$ cat src/rtl/time_display.sv
`default_nettype none
// =============================================================================
// Module : time_display
// Snapshots calendar fields, converts them serially to BCD, scans 8 digits.
// Rev    : 1.0
// =============================================================================
module time_display #(
  parameter int SCAN_DIV = 1000
) (
  input  logic        clk,
  input  logic        glob_rst,
  input  logic [5:0]  sec,
  input  logic [5:0]  min,
  input  logic [4:0]  hour,
  input  logic [4:0]  day,
  input  logic [3:0]  mon,
  input  logic [13:0] year,
  input  logic        mode,
  input  logic        upd,
  output logic [6:0]  seg,
  output logic [7:0]  an,
  output logic        busy,
  output logic        done
);

  localparam int            PW         = (SCAN_DIV > 1) ? $clog2(SCAN_DIV) : 1;
  localparam logic [PW-1:0] PRE_LAST   = PW'(SCAN_DIV - 1);
  localparam logic [6:0]    LAST_SHIFT = 7'd94;

  typedef enum logic [1:0] {
    ST_IDLE = 2'd0,
    ST_RUN  = 2'd1,
    ST_FIN  = 2'd2
  } state_t;

  state_t      state_q;
  logic [6:0]  step_q;
  logic        pend_q, busy_q, done_q;
  logic [5:0]  cap_sec_q, cap_min_q;
  logic [4:0]  cap_hour_q, cap_day_q;
  logic [3:0]  cap_mon_q;
  logic [13:0] cap_year_q;
  logic [13:0] bin_q, bin_d;
  logic [15:0] bcd_q, bcd_d;
  logic [7:0]  stg_sec_q, stg_min_q, stg_hour_q, stg_day_q, stg_mon_q;
  logic [7:0]  dsp_sec_q, dsp_min_q, dsp_hour_q, dsp_day_q, dsp_mon_q;
  logic [15:0] dsp_year_q;
  logic [13:0] fld;
  logic [3:0]  nib;
  logic        carry;

  logic [PW-1:0] pre_q;
  logic [2:0]    idx_q, idx_d;
  logic [6:0]    seg_q;
  logic [7:0]    an_q;
  logic          scan_wrap;
  logic [3:0]    nib_sel;

  function automatic logic [6:0] seg_decode(input logic [3:0] n);
    case (n)
      4'd0:    seg_decode = 7'h40;
      4'd1:    seg_decode = 7'h79;
      4'd2:    seg_decode = 7'h24;
      4'd3:    seg_decode = 7'h30;
      4'd4:    seg_decode = 7'h19;
      4'd5:    seg_decode = 7'h12;
      4'd6:    seg_decode = 7'h02;
      4'd7:    seg_decode = 7'h78;
      4'd8:    seg_decode = 7'h00;
      4'd9:    seg_decode = 7'h10;
      default: seg_decode = 7'h7F;
    endcase
  endfunction

  always_comb begin
    case (step_q[6:4])
      3'd0:    fld = {8'b0, cap_sec_q};
      3'd1:    fld = {8'b0, cap_min_q};
      3'd2:    fld = {9'b0, cap_hour_q};
      3'd3:    fld = {9'b0, cap_day_q};
      3'd4:    fld = {10'b0, cap_mon_q};
      3'd5:    fld = cap_year_q;
      default: fld = '0;
    endcase
  end

  // One shift-add-3 step; only four digits are kept, carry out of the top is dropped.
  always_comb begin
    bcd_d = '0;
    nib   = '0;
    carry = bin_q[13];
    for (int k = 0; k < 4; k++) begin
      nib = bcd_q[4*k +: 4];
      if (nib >= 4'd5) nib = nib + 4'd3;
      bcd_d[4*k +: 4] = {nib[2:0], carry};
      carry = nib[3];
    end
    bin_d = {bin_q[12:0], 1'b0};
  end

  always_ff @(posedge clk) begin
    if (glob_rst) begin
      state_q    <= ST_IDLE;
      step_q     <= '0;
      pend_q     <= 1'b0;
      busy_q     <= 1'b0;
      done_q     <= 1'b0;
      cap_sec_q  <= '0;
      cap_min_q  <= '0;
      cap_hour_q <= '0;
      cap_day_q  <= '0;
      cap_mon_q  <= '0;
      cap_year_q <= '0;
      bin_q      <= '0;
      bcd_q      <= '0;
      stg_sec_q  <= '0;
      stg_min_q  <= '0;
      stg_hour_q <= '0;
      stg_day_q  <= '0;
      stg_mon_q  <= '0;
      dsp_sec_q  <= '0;
      dsp_min_q  <= '0;
      dsp_hour_q <= '0;
      dsp_day_q  <= '0;
      dsp_mon_q  <= '0;
      dsp_year_q <= '0;
    end else begin
      done_q <= 1'b0;
      case (state_q)
        ST_IDLE: begin
          if (upd || pend_q) begin
            cap_sec_q  <= sec;
            cap_min_q  <= min;
            cap_hour_q <= hour;
            cap_day_q  <= day;
            cap_mon_q  <= mon;
            cap_year_q <= year;
            pend_q     <= 1'b0;
            busy_q     <= 1'b1;
            step_q     <= '0;
            state_q    <= ST_RUN;
          end
        end
        ST_RUN: begin
          if (upd) pend_q <= 1'b1;
          step_q <= step_q + 7'd1;
          case (step_q[3:0])
            4'd0: begin
              bin_q <= fld;
              bcd_q <= '0;
            end
            4'd15: begin
              case (step_q[6:4])
                3'd0:    stg_sec_q  <= bcd_q[7:0];
                3'd1:    stg_min_q  <= bcd_q[7:0];
                3'd2:    stg_hour_q <= bcd_q[7:0];
                3'd3:    stg_day_q  <= bcd_q[7:0];
                3'd4:    stg_mon_q  <= bcd_q[7:0];
                default: ;
              endcase
            end
            default: begin
              bin_q <= bin_d;
              bcd_q <= bcd_d;
            end
          endcase
          // The year's final shift commits every field at once, so done lands in cycle 96.
          if (step_q == LAST_SHIFT) begin
            dsp_sec_q  <= stg_sec_q;
            dsp_min_q  <= stg_min_q;
            dsp_hour_q <= stg_hour_q;
            dsp_day_q  <= stg_day_q;
            dsp_mon_q  <= stg_mon_q;
            dsp_year_q <= bcd_d;
            done_q     <= 1'b1;
            state_q    <= ST_FIN;
          end
        end
        ST_FIN: begin
          if (upd) pend_q <= 1'b1;
          busy_q  <= 1'b0;
          state_q <= ST_IDLE;
        end
        default: state_q <= ST_IDLE;
      endcase
    end
  end

  always_comb begin
    scan_wrap = (pre_q == PRE_LAST);
    idx_d     = scan_wrap ? idx_q + 3'd1 : idx_q;
    nib_sel   = 4'hF;
    if (mode) begin
      case (idx_d)
        3'd0:    nib_sel = dsp_year_q[3:0];
        3'd1:    nib_sel = dsp_year_q[7:4];
        3'd2:    nib_sel = dsp_year_q[11:8];
        3'd3:    nib_sel = dsp_year_q[15:12];
        3'd4:    nib_sel = dsp_mon_q[3:0];
        3'd5:    nib_sel = dsp_mon_q[7:4];
        3'd6:    nib_sel = dsp_day_q[3:0];
        default: nib_sel = dsp_day_q[7:4];
      endcase
    end else begin
      case (idx_d)
        3'd0:    nib_sel = dsp_sec_q[3:0];
        3'd1:    nib_sel = dsp_sec_q[7:4];
        3'd2:    nib_sel = dsp_min_q[3:0];
        3'd3:    nib_sel = dsp_min_q[7:4];
        3'd4:    nib_sel = dsp_hour_q[3:0];
        3'd5:    nib_sel = dsp_hour_q[7:4];
        default: nib_sel = 4'hF;
      endcase
    end
  end

  always_ff @(posedge clk) begin
    if (glob_rst) begin
      pre_q <= '0;
      idx_q <= 3'd7;
      seg_q <= 7'h7F;
      an_q  <= 8'hFF;
    end else if (scan_wrap) begin
      pre_q <= '0;
      idx_q <= idx_d;
      an_q  <= ~(8'd1 << idx_d);
      seg_q <= seg_decode(nib_sel);
    end else begin
      pre_q <= pre_q + PW'(1);
    end
  end

  assign seg  = seg_q;
  assign an   = an_q;
  assign busy = busy_q;
  assign done = done_q;

endmodule
`default_nettype wire

$ cat config.mk
export PLATFORM = sky130hd
export DESIGN_NAME = time_display
export DESIGN_NICKNAME = d
export VERILOG_FILES = /design/src/rtl/time_display.sv
export SDC_FILE = /design/constraint.sdc
export NUM_CORES = 1
export LEC_CHECK = 0
export BUFFER_PORTS_ARGS = -buffer_cell sky130_fd_sc_hd__buf_2
export CAP_MARGIN = 5
export CORE_UTILIZATION = 45
export DETAILED_ROUTE_END_ITERATION = 8
export GPL_TIMING_DRIVEN = 0
export PLACE_DENSITY_LB_ADDON = 0.2
export SETUP_SLACK_MARGIN = 0.4
export SYNTH_ARGS = -nofsm -noshare
export SYNTH_HDL_FRONTEND = slang
export SYNTH_SLANG_ARGS = --single-unit
$ cat constraint.sdc
create_clock -name clk -period 2.8 [get_ports clk]
set_clock_uncertainty 0.2 [all_clocks]
set_input_delay 0.14 -clock clk [delete_from_list [all_inputs] [get_ports clk]]
set_output_delay 0.14 -clock clk [all_outputs]
set_load 0.02 [all_outputs]
# Word level (Yosys, flattened, before mapping)
# Memory sizes are Yosys's and may differ from the RTL's. A register that Yosys moved wholly into a read port is not among the register bits.
# Cells that the tools add are included.
op_classes:
  add_sub_neg: 7
  n_lt_le_gt_ge: 4
  eq_ne: 19
  shift: 1
  mux: 22
  n_bitwise: 3
  reduce_logical: 23
op_table:
  columns: ["operator", "count"]
  rows:
  - ["$pmux 14 s6", 1]
  - ["$pmux 16 s2", 1]
  - ["$pmux 14 s2", 1]
  - ["$pmux 4 s7", 1]
  - ["$pmux 4 s6", 1]
  - ["$reduce_and 3->1", 6]
  - ["$ge 4x3->1 const B", 4]
  - ["$mux 4", 4]
  - ["$eq 3x3->1 const B", 5]
  - ["$pmux 7 s2", 1]
  - ["$add 4x2->4 const B", 3]
  - ["$eq 3x2->1 const B", 4]
  - ["$reduce_and 2->1", 6]
  - ["$add 10x1->10 const B", 1]
  - ["$eq 10x10->1 const B", 1]
  - ["$not 8->8", 1]
  - ["$shl 1x3->8 const A", 1]
  - ["$add 7x1->7 const B", 1]
  - ["$eq 7x7->1 const B", 1]
  - ["$mux 7", 1]
  - ["$eq 3x1->1 const B", 2]
  - ["$logic_not 3->1", 2]
  - ["$mux 3", 2]
  - ["$reduce_bool 2->1", 3]
  - ["16 further kinds", 25]
totals:
  ff_bits: 199
  romBits: 112
  in_bits: 44
  output_inout_bits: 17
  elab_cells: 107
  memories: 1
mem_list:
  columns: ["memory", "words", "width", "read_ports", "rd_clocked_by_memory_dff", "write_ports", "line", "source"]
  rows:
  - ["(no name shown)", 16, 7, 1, 1, 0, "60", "case (n)"]

# Longest topological paths before layout
depth:
  depth_word: 5
  mapped_depth: 14
  depth_no_buf: 12

# Worst setup path before layout
# No wires, ideal clock.
synth_path:
  kind: "register to register"
  startpoint: "register idx_q[0]"
  endpoint: "register seg_q[1], in the netlist seg[1]"
  setup_time_ps: 126
  t_arrival_ps: 2628
  required_ps: 2474
  path_slack_ps: -154
  stages_incl_launch_ff: 13
  n_path_buf: 2
  period_less_slack_ps: 2954
  cell_sequence: "dfxtp_1 > ha_1 > buf_2 > buf_1 > nor3b_1 > a311oi_1 > a211oi_1 > o32ai_2 > inv_1 > ha_1 > a21oi_1 > a21oi_1 > a21oi_1"
synth_between:
  elab_chain_len: 5
  word_cells_on_any_way: 12
  classes_between: "add/sub (1); eq/ne (6); mux (4); reduce/logical (1)"
synth_lines:
  columns: ["element", "line", "source"]
  rows:
  - ["start, declared", "53", "logic [2:0] idx_q, idx_d;"]
  - ["start signal, assigned", "225", "idx_q <= idx_d;"]
  - ["$add 3x1->3", "191", "idx_d = scan_wrap ? idx_q + 3'd1 : idx_q;"]
  - ["$mux 3 *", "191", null]
  - ["$eq 3x3->1, or another cell as far along", "194", "case (idx_d)"]
  - ["$pmux 4 s7 / $pmux 4 s6 (equally long branches)", "194, 205", null]
  - ["$mux 4 *", "193", "if (mode) begin"]
  - ["end, declared", "54", "logic [6:0] seg_q;"]
# Mark *: on every way between the ends. The rest lies on a longest branch, timed or not.
# A chain may end at the register's enable or synchronous reset.

# Final worst setup path
layout_path:
  startpoint: "register pre_q[1]"
  endpoint: "register seg_q[3], in the netlist seg[3]"
layout_between:
  elab_chain_len: 5
  word_cells_on_any_way: 12
  classes_between: "eq/ne (7); mux (4); reduce/logical (1)"
layout_lines:
  columns: ["element", "line", "source"]
  rows:
  - ["start, declared", "52", "logic [PW-1:0] pre_q;"]
  - ["start signal, assigned", "229", "pre_q <= pre_q + PW'(1);"]
  - ["$eq 10x10->1 *", "190", "scan_wrap = (pre_q == PRE_LAST);"]
  - ["$mux 3", "191", null]
  - ["$eq 3x3->1, or another cell as far along", "194", null]
  - ["$pmux 4 s7 / $pmux 4 s6 (equally long branches)", "194, 205", null]
  - ["$mux 4", "193", null]
# Marks and branches as above.

==> summary.md <==
| Metric | Value |
|---|---|
| Run status | `complete, but fails checks` |
| Synth Net Count | `1211` |
| Worst hold slack | `215 ps` |
| Worst-path fanout max | `6` |
| Clk_lat worst skew | `510 ps` |
| Hold_sp | `year[6]` |
| HP Class | `in -> reg` |
| Post-synth EDFFs | `0` |
| H-tree lvl count | `1` |
| Core Region | `0.0204 mm2` |
| Fillcell total | `1799` |
| CTS buffer count | `22` |
| Nets | `1391` |
| Area share of the largest cell type after synthesis | `43.8%` |
| Setup_tns | `-521 ps` |
| Hold path endpoint | `cap_year_q[6]$_SDFFE_PP0P_` |
| Synth area leader | `dfxtp_1` |
| Hold Crit Depth | `4` |
| Combinational fraction of design power | `9.7%` |
| Buf/Inv on CP | `1` |
| CTS tree | `yes` |
| Layout Cells excl Fill | `1613` |
| R2R setup slack | `-120 ps` |
| Drt total wl | `27200 um` |
| Clock power frac | `43.7%` |
| Pwr dens | `546 mW/mm2` |
| R2r endpoint | `seg[3]$_SDFFE_PP1N_` |
| Post-route worst setup slack | `-118 ps` |
| Antenna cells | `0` |
| Grt ovf | `0` |
| Synthesized instance count | `1147` |
| Worst reg2reg startpoint | `pre_q[1]$_SDFF_PP0_` |
| Die H | `147 um` |
| Fin. Hold Viols | `0` |
| Sw Pwr | `0.00163 W` |
| Root Driver | `clkbuf_16` |
| Fin util | `59.6%` |
| Die area | `0.0215 mm2` |
| Dpl cells | `1477` |
| Die Span X | `147 um` |
| Leak | `4.57 nW` |
| Post-synthesis sequential area ratio | `43.8%` |
| Final period util | `104%` |
| Fin area | `0.0121 mm2` |
| Synth cell types | `67` |
| RSZ-0062 raised after global routing | `true` |
| Async S/R FF share, synth | `0%` |
| Cell Area, Synth | `0.00942 mm2` |
| Switching part of the total power | `24.6%` |
| Pins Over Slew Limit | `0` |
| Vias per std cell | `5.43` |
| Beginning of the critical path | `pre_q[1]$_SDFF_PP0_` |
| Worst R2R Path Depth | `11` |
| WP data required | `3020 ps` |
| Worst-path cell chain | `ha_4 > and4b_2 > nand4_1 > buf_6 > o22ai_4 > a21oi_2 > a211o_1 > a22o_4 > a21o_1 > o21a_1 > a31oi_1` |
| Clk slew on worst S/H paths | `60 ps` |
| Slew headroom | `43.5%` |
| Slowest stage delay, CP | `360 ps` |
| Num rows | `52` |
| Remaining DRCs | `0` |
| Max cap viols | `0` |
| Fmax | `343 MHz` |
| Final min period | `2920 ps` |
| Initial antenna violation count | `0` |
| Worst EP arrival | `3130 ps` |
| Slowest CP cell | `dfxtp_4` |
| Sequential fraction of design power | `46.6%` |
| Area grow syn2layout | `28.9%` |
| Clk buf depth | `3` |
| Clock sinks | `206` |
| P_int | `0.00500 W` |
| Pre-antenna DRT Iters | `6` |
| CP Launch Type | `register` |
| I/O pin count | `61` |
| # setup viols final | `6` |
| Largest net degree at the start of global routing | `14` |
| Total number of vias | `8753` |
| Failing checks | `setup timing` |
| Top cells by area, synth | `dfxtp_1, nand2_1, a21oi_1, mux2i_1, nor2_1` |
| Most common flop cell mapped by yosys | `dfxtp_1` |
| Share of post-route cells with drive strength above 1 | `19.8%` |
| First-pass GRT wire length | `43200 um` |
| #FFs+latches synth | `206` |
| Vias in the first global route | `8352` |
| Post-DP HPWL | `18400 um` |
| Starting Density | `46.3%` |
| Delay-heaviest family, CP | `compound AO/OA/AOI/OAI gates` |
| Avg Cell Area, Syn | `8.22 um2` |
| Maximum vdd drop | `0.000443 V` |
| Initial drt markers | `507` |
| Gr usage total | `25.1%` |
| IO Port Bufs | `59` |
| Routed Antenna Nets | `0` |
| Crit path kind | `reg -> reg` |
| Post-DP Area | `0.0102 mm2` |
| CP Capture Type | `register` |
| Gpl congestion | `0.958` |
| Average wire per standard cell | `16.9 um` |
| Slew @ Worst Pin | `848 ps` |
| Synth warn | `0` |
## flip-flops by register name, summed over array words and instances (netlist names), 7 cells and up
register,cells
an,8
bcd_q,16
bin_q,14
cap_year_q,14
dsp_day_q,8
dsp_hour_q,8
dsp_min_q,8
dsp_mon_q,8
dsp_sec_q,8
dsp_year_q,16
pre_q,10
seg,7
step_q,7
stg_day_q,8
stg_hour_q,8
stg_min_q,8
stg_mon_q,8
stg_sec_q,8
## synth_stat cells, types with 2 or more instances
cell	number
nand4_1	6
or4_1	2
o21ai_0	24
nand2_1	227
and4b_1	2
a211oi_1	9
a22oi_1	13
a21boi_0	2
a2111oi_0	4
a2bb2oi_1	2
nor2_1	129
nand2b_1	23
dfxtp_1	206
a31oi_1	7
a211o_1	3
buf_1	4
mux4_2	6
o22ai_1	8
nor2b_1	4
o31ai_1	4
and3_1	2
or2_2	3
a21o_1	4
o2bb2ai_1	2
o211ai_1	5
ha_1	20
nor3_1	29
a311oi_1	5
a221oi_1	12
nand3_1	21
mux2i_1	64
xnor2_1	12
nor3b_1	4
mux2_2	8
buf_4	2
a21oi_1	132
inv_1	27
a32oi_1	2
xor2_1	6
clkbuf_1	65
and2_1	2
buf_2	10
## timing repair
item | CTS | global route
gates resized for setup | 69 | 45
hold endpoints to repair | 54 | 0
buffers inserted | 43 | 11
hold buffers | 42 | 0
pin swaps | 25 | 27
endpoints found under the setup margin | 104 | 105
gates cloned | 0 | 0
## per-layer routing
layer	share of wire, %	global-route usage [%]	vias to the layer above
met5	0	0	-
met4	3.3	9.27	0
met3	4.0	2.95	62
met2	49	44.0	254
met1	44	31.7	4117
li1	-	-	4320
## per-stage QoR
stage / setup WS (ps) / power [W]
detailed placement: -357 / 0.00371
finish: -118 / 0.00663
floorplan: 51.6 / 0.00353
CTS: -61.1 / 0.00666
global route: -164 / 0.00690
global placement: -373 / 0.00370
## power groups by stage
stage | Combinational (W) | Clock (W) | Sequential (W)
final | 0.000643 | 0.00290 | 0.00309
after global routing | 0.000711 | 0.00309 | 0.00310
after CTS | 0.000626 | 0.00294 | 0.00309
after detailed placement | 0.000554 | 0 | 0.00316
after global placement | 0.000547 | 0 | 0.00316
after floorplan | 0.000391 | 0 | 0.00314
## logic make-up after synthesis
logic type / Yosys count / share of synthesized area (%)
and+or+nand+nor: 463 / 21.5
AOI/OAI and AO/OA: 251 / 16.4
DFF: 206 / 43.8
buffers and inverters: 110 / 4.69
muxes: 78 / 9.19
adders and majority gates: 20 / 2.66
xor gates and xnor gates: 19 / 1.85
## area by class of cell
class	count	area, um2	share of cell area [%]
Timing Repair Buffer	156	1190	9.80
Multi-Input combinational cell	831	5230	43.0
Inverter	27	101	0.834
Clock inverter	9	110	0.907
Buffer	83	420	3.46
Sequential cell	206	4150	34.1
Clock buffer	31	614	5.06
Tap cell	270	338	2.78
## worst max-delay path by stage
stage,endpoint,cells past startpoint,slack (ps)
finish,seg[3]$_SDFFE_PP1N_,11,-120
global route,seg[1]$_SDFFE_PP1N_,14,-160
CTS,seg[1]$_SDFFE_PP1N_,12,-60
detailed placement,seg[1]$_SDFFE_PP1N_,13,-360
global placement,seg[1]$_SDFFE_PP1N_,13,-370
floorplan,seg[1]$_SDFFE_PP1N_,12,50
## worst min-delay path, delay by kind of cell
kind            cells  cell delay, ps
simple gates        1              40
buf+inv             2             650
compound gates      1              50
## placed cells by master (no fill, tap or decap), types with 22 or more instances in the layout
cell,Yosys,layout
nor2_1,129,128
mux2i_1,64,63
dlygate4sd3_1,0,42
buf_2,10,65
clkbuf_1,65,55
clkbuf_16,0,22
a21oi_1,132,129
inv_1,27,23
nor3_1,29,24
buf_4,2,48
dfxtp_1,206,197
nand2_1,227,224
nand2b_1,23,22
No activity file was read; power rests on OpenSTA's default activity.
